### src/rtl/fwd_pkg.sv
// Shared encodings for the forwarding/hazard unit.
// Operand select codes and producer latency classes.
package fwd_pkg;

  localparam logic [1:0] FWD_RF  = 2'b00;
  localparam logic [1:0] FWD_WB  = 2'b01;
  localparam logic [1:0] FWD_MEM = 2'b10;

  localparam int LAT_ALU  = 0;
  localparam int LAT_LOAD = 1;

endpackage

### src/rtl/hazard_scoreboard.sv
// Per-register countdown scoreboard.
// Tracks cycles until each pending result can be forwarded.
module hazard_scoreboard #(
  parameter int NREG = 32,
  parameter int AW   = 5,
  parameter int NSRC = 2,
  parameter int LW   = 3
) (
  input  logic            clk,
  input  logic            rst_n,
  input  logic            wr_en,
  input  logic [AW-1:0]   wr_idx,
  input  logic [LW-1:0]   wr_lat,
  input  logic [AW-1:0]   rd_idx [NSRC],
  output logic [NSRC-1:0] rd_busy,
  output logic [NREG-1:0] busy_out
);

  logic [LW-1:0] cnt_q [NREG];
  logic [LW-1:0] cnt_d [NREG];

  always_comb begin
    for (int r = 0; r < NREG; r++) begin
      cnt_d[r] = (cnt_q[r] != '0) ? cnt_q[r] - LW'(1) : '0;
      if (wr_en && (wr_idx == AW'(r)))
        cnt_d[r] = wr_lat;
    end
    // x0 never holds a pending value
    cnt_d[0] = '0;
  end

  always_ff @(posedge clk) begin
    for (int r = 0; r < NREG; r++) begin
      if (!rst_n) cnt_q[r] <= '0;
      else        cnt_q[r] <= cnt_d[r];
    end
  end

  always_comb begin
    for (int r = 0; r < NREG; r++)
      busy_out[r] = (cnt_q[r] != '0);
  end

  always_comb begin
    for (int k = 0; k < NSRC; k++)
      rd_busy[k] = busy_out[rd_idx[k]];
  end

endmodule

### src/rtl/fwd_hazard_unit.sv
// EX operand forwarding, ID load-use stall and hazard statistics.
// Sits between ID/EX control and the EX operand muxes.
module fwd_hazard_unit
  import fwd_pkg::*;
#(
  parameter int NREG = 32,
  parameter int AW   = 5,
  parameter int NSRC = 2,
  parameter int LW   = 3,
  parameter int SCW  = 16
) (
  input  logic                 ip_clk,
  input  logic                 ip_rst_n,
  input  logic                 ip_id_valid,
  input  logic [NSRC*AW-1:0]   ip_id_rs,
  input  logic [AW-1:0]        ip_id_rd,
  input  logic                 ip_id_regwrite,
  input  logic [LW-1:0]        ip_id_lat,
  input  logic                 ip_flush,
  input  logic [NSRC*AW-1:0]   ip_ex_rs,
  input  logic [AW-1:0]        ip_exmem_rd,
  input  logic                 ip_exmem_regwrite,
  input  logic                 ip_exmem_fwd_ok,
  input  logic [AW-1:0]        ip_memwb_rd,
  input  logic                 ip_memwb_regwrite,
  output logic                 op_stall,
  output logic [NSRC*2-1:0]    op_fwd_sel,
  output logic [NREG-1:0]      op_busy,
  output logic                 op_err,
  output logic [SCW-1:0]       op_stall_cnt
);

  logic [AW-1:0]   id_rs [NSRC];
  logic [AW-1:0]   ex_rs [NSRC];
  logic [NSRC-1:0] src_busy;
  logic [NSRC-1:0] viol;
  logic            issue;
  logic            err_q, err_d;
  logic [SCW-1:0]  stall_q, stall_d;

  always_comb begin
    for (int k = 0; k < NSRC; k++) begin
      id_rs[k] = ip_id_rs[k*AW +: AW];
      ex_rs[k] = ip_ex_rs[k*AW +: AW];
    end
  end

  hazard_scoreboard #(
    .NREG (NREG),
    .AW   (AW),
    .NSRC (NSRC),
    .LW   (LW)
  ) u_sb (
    .clk      (ip_clk),
    .rst_n    (ip_rst_n),
    .wr_en    (issue),
    .wr_idx   (ip_id_rd),
    .wr_lat   (ip_id_lat),
    .rd_idx   (id_rs),
    .rd_busy  (src_busy),
    .busy_out (op_busy)
  );

  assign op_stall = ip_id_valid & ~ip_flush & (|src_busy);
  assign issue    = ip_id_valid & ~op_stall & ~ip_flush
                  & ip_id_regwrite & (ip_id_rd != '0);

  always_comb begin
    op_fwd_sel = '0;
    viol       = '0;
    for (int k = 0; k < NSRC; k++) begin
      logic mem_hit;
      logic wb_hit;
      mem_hit = ip_exmem_regwrite && (ip_exmem_rd != '0)
             && (ip_exmem_rd == ex_rs[k]);
      wb_hit  = ip_memwb_regwrite && (ip_memwb_rd != '0)
             && (ip_memwb_rd == ex_rs[k]);
      // a not-yet-ready EX/MEM producer shadows any older MEM/WB copy
      unique case (1'b1)
        mem_hit &&  ip_exmem_fwd_ok: op_fwd_sel[2*k +: 2] = FWD_MEM;
        mem_hit && !ip_exmem_fwd_ok: viol[k] = 1'b1;
        !mem_hit && wb_hit:          op_fwd_sel[2*k +: 2] = FWD_WB;
        default: ;
      endcase
    end
  end

  assign err_d   = err_q | (|viol);
  assign stall_d = (op_stall && (stall_q != '1))
                 ? stall_q + SCW'(1) : stall_q;

  always_ff @(posedge ip_clk) begin
    if (!ip_rst_n) begin
      err_q   <= 1'b0;
      stall_q <= '0;
    end else begin
      err_q   <= err_d;
      stall_q <= stall_d;
    end
  end

  assign op_err       = err_q;
  assign op_stall_cnt = stall_q;

endmodule

### config.mk
export PLATFORM = sky130hd
export DESIGN_NAME = fwd_hazard_unit
export DESIGN_NICKNAME = d
export VERILOG_FILES = /design/src/rtl/fwd_pkg.sv /design/src/rtl/hazard_scoreboard.sv /design/src/rtl/fwd_hazard_unit.sv
export SDC_FILE = /design/constraint.sdc
export NUM_CORES = 1
export LEC_CHECK = 0
export ABC_AREA = 1
export CORE_MARGIN = 2
export CORE_UTILIZATION = 50
export DETAILED_ROUTE_END_ITERATION = 8
export GPL_TIMING_DRIVEN = 0
export PLACE_DENSITY = 0.7
export SYNTH_ARGS = -nofsm -noshare
export SYNTH_HDL_FRONTEND = slang
export SYNTH_SLANG_ARGS = --single-unit
### constraint.sdc
create_clock -name ip_clk -period 1.9 [get_ports ip_clk]
set_input_delay 0.285 -clock ip_clk [delete_from_list [all_inputs] [get_ports ip_clk]]
set_output_delay 0.285 -clock ip_clk [all_outputs]
set_load 0.02 [all_outputs]
==> impl_metrics.tcl <==
set metrics [dict create \
    yosys_most_used_dff "dfxtp_1" \
    grt_pass1_wl_um 38000 \
    cp.required_ps 1620 \
    synth.distinct_cells 33 \
    rsz0062_at_grt "true" \
    clock_latency_ps 370 \
    fin_ws_ps -305 \
    p_clk_share_pct 37.2 \
    p_switching_uw 1610 \
    htreeDepth 3 \
    viasPerCell 5.67 \
    hold_buffers 0 \
    skew_ps 10.8 \
    drt-initial-drc-count 749 \
    gp_congestion 0.986 \
    dieArea_um2 15500 \
    io_buffer_count 94 \
    cts_buffers 9 \
    status "complete, but fails checks" \
    slowest_delay_ps 340 \
    synth-seq-cells 110 \
    vdd_drop_max_mv 0.419 \
    cp-start-kind "flip-flop" \
    clockBufferDepth 2 \
    cts_num_sinks 110 \
    drt_pass1_iterations 5 \
    endpoint_kind "primary output" \
    crit_chain "nor2_4 > nand3_1 > nand2_1 > nand2_1 > nand3_2 > nand3_2 > nand3_1 > nand2_2 > nor2_8 > buf_8 > nor3_4 > buf_6" \
    critical_path_arrival_ps 1920 \
    synth_nets 1184 \
    final.period_utilization_pct 116 \
    p_int_uw 3750 \
    slew_viol_final 0 \
    tightest_slew_ps 773 \
    hold_path.class "reg -> reg" \
    dp_hpwl_um 17200 \
    path_class "reg -> out" \
    cts_root_buf "clkbuf_16" \
    drt_wl_total_um 24900 \
    postRouteAntennaNets 0 \
    ys.warnings.count 0 \
    area_growth_pct 37.4 \
    place_area_um2 8460 \
    finalCriticalPeriod_ps 2200 \
    p_sw_share_pct 30.0 \
    start_util_pct 50.7 \
    synth-edff-count 0 \
    clk_pin_slew_ps 80 \
    final_area_um2 10000 \
    cellPowerDensity_nw_per_um2 535 \
    p_leak_uw 0.00409 \
    dp.cells 1415 \
    path_max_fanout 3 \
    vias 8504 \
    grt_max_degree 20 \
    cap_violations 0 \
    die_h_um 125 \
    whs_ps 493 \
    antenna_found_initial 0 \
    pwr-share-comb_pct 19.7 \
    synthArstFlopShare_pct 0 \
    timing.fmax_mhz 454 \
    remaining_drc_errors 0 \
    critPathTopFamily "simple AND/OR/NAND/NOR gates" \
    fin_setup_tns_ps -12220 \
    cp_slowest_cell "dfxtp_2" \
    nNetsFinal 1358 \
    finalHoldViolCount 0 \
    yosysSeqAreaShare_pct 30.3 \
    die_w_um 125 \
    io_pins 100 \
    cts_tree "done" \
    crit_buf_inv 2 \
    final-instance-count-excl-fill 1500 \
    wl_per_cell_um 16.6 \
    core_area_um2 14400 \
    slew_headroom_pct 48.5 \
    seqPwrFrac_pct 43.1 \
    drive_gt1_share_pct 26.1 \
    grt_util_all_layers_pct 30.4 \
    grt_overflow 0 \
    finalSetupViolations 89 \
    syn-cell-area_um2 7280 \
    synth_area_per_cell_um2 6.40 \
    violations "negative setup slack" \
    fp-row-count 44 \
    dp_slack_ps -1210 \
    syn_inst 1137 \
    n_antenna_cell 0 \
    first_global_vias 7630 \
]
-- per-stage QoR --
step / utilization [%] / total power (uW)
after floorplan: - / 2920
after detailed placement: 58.9 / 3250
after CTS: 65.2 / 5250
after global routing: 69.6 / 5510
final: 69.6 / 5350
after global placement: 58.9 / 3250
-- kinds of logic (layout without fill, tap and decap cells) --
| family | Yosys count | count (layout) | synth area share [%] |
|---|---|---|---|
| adders and majority gates | 1 | 1 | 0.172 |
| other | 1 | 1 | 0.0515 |
| and+or+nand+nor | 710 | 712 | 46.3 |
| xor gates and xnor gates | 33 | 33 | 3.97 |
| DFF | 110 | 110 | 30.3 |
| buffers and inverters | 153 | 330 | 10.4 |
| AOI/OAI and AO/OA | 129 | 129 | 8.90 |
-- cell usage in the layout (no fill, tap or decap), types with 12 or more instances in the layout --
cell and count:
dfxtp_2 44, inv_1 77, nand2_2 30, dfxtp_1 59, clkdlybuf4s50_1 63, clkbuf_1 15
nand3_1 33, nor2_4 32, a21oi_1 111, nand3_2 22, nand4_1 139, nand2_1 289
buf_2 21, buf_8 12, buf_4 70, nor2_2 12, nor2_1 113, xor2_1 21
-- path summary, 6_finish.rpt --
kind | from | to | slack [ps] | cells past startpoint
setup / recovery | u_sb.cnt_q[6][1] | op_stall | -300 | 12
hold / removal | op_err | op_err | 490 | 2
setup reg to reg | u_sb.cnt_q[6][1] | u_sb.cnt_q[1][4] | -200 | 13
hold reg to reg | op_err | op_err | 490 | 2
-- flip-flops by register name, summed over array words and instances, names as in the netlist --
name          cells
u_sb.cnt_q       93
op_stall_cnt     16
op_err            1
-- metal layers --
metal  GRT usage [%]  up-vias  wire [um]
li1                -     4163          -
met1            39.8     3872      10600
met2            49.8      384      11600
met3            3.95       85       1700
met4            14.4        0       1040
met5               0        -          0
-- synthesized netlist by cell type, types with 9 or more instances --
master,number,area (um2)
dfxtp_1,110,2200
nand2_1,316,1190
xnor2_1,12,105
nor3_1,14,70.1
inv_1,80,300
clkbuf_1,20,75.1
nor2_2,14,87.6
nor2_1,133,499
buf_8,9,135
buf_2,25,125
nand3_1,49,245
nand4_1,139,870
a21oi_1,119,596
nand2_2,14,87.6
xor2_1,21,184
nor2_4,10,113
-- worst min-delay path, cell delays in order (launching register included) --
cell     delay (ps)
dfxtp_1         330
o21ai_0          90
inv_1            50
-- final cells by class --
class                      instances  area, um2
inverter                          91        350
timing repair buffer             162       1490
sequential                       110       2280
multi-input combinational        876       4890
clock buffer                       9        225
buffer                            61        459
fill                            1317       4370
clock inverter                     7       80.1
tap                              184        230
-- power by group through the flow --
| stage | registers, uW | clock network (uW) | logic, uW |
|---|---|---|---|
| final | 2310 | 1990 | 1060 |
| after global routing | 2310 | 2100 | 1110 |
| after detailed placement | 2370 | 0 | 881 |
| after floorplan | 2380 | 0 | 544 |
| after CTS | 2320 | 2010 | 922 |
| after global placement | 2370 | 0 | 876 |
-- repair_timing --
action	in CTS	in global routing
gates cloned	0	5
gates resized for setup	152	141
buffers inserted	46	19
setup endpoints to repair	120	121
pin swaps	47	50
Power figures use the tool's default switching activity.
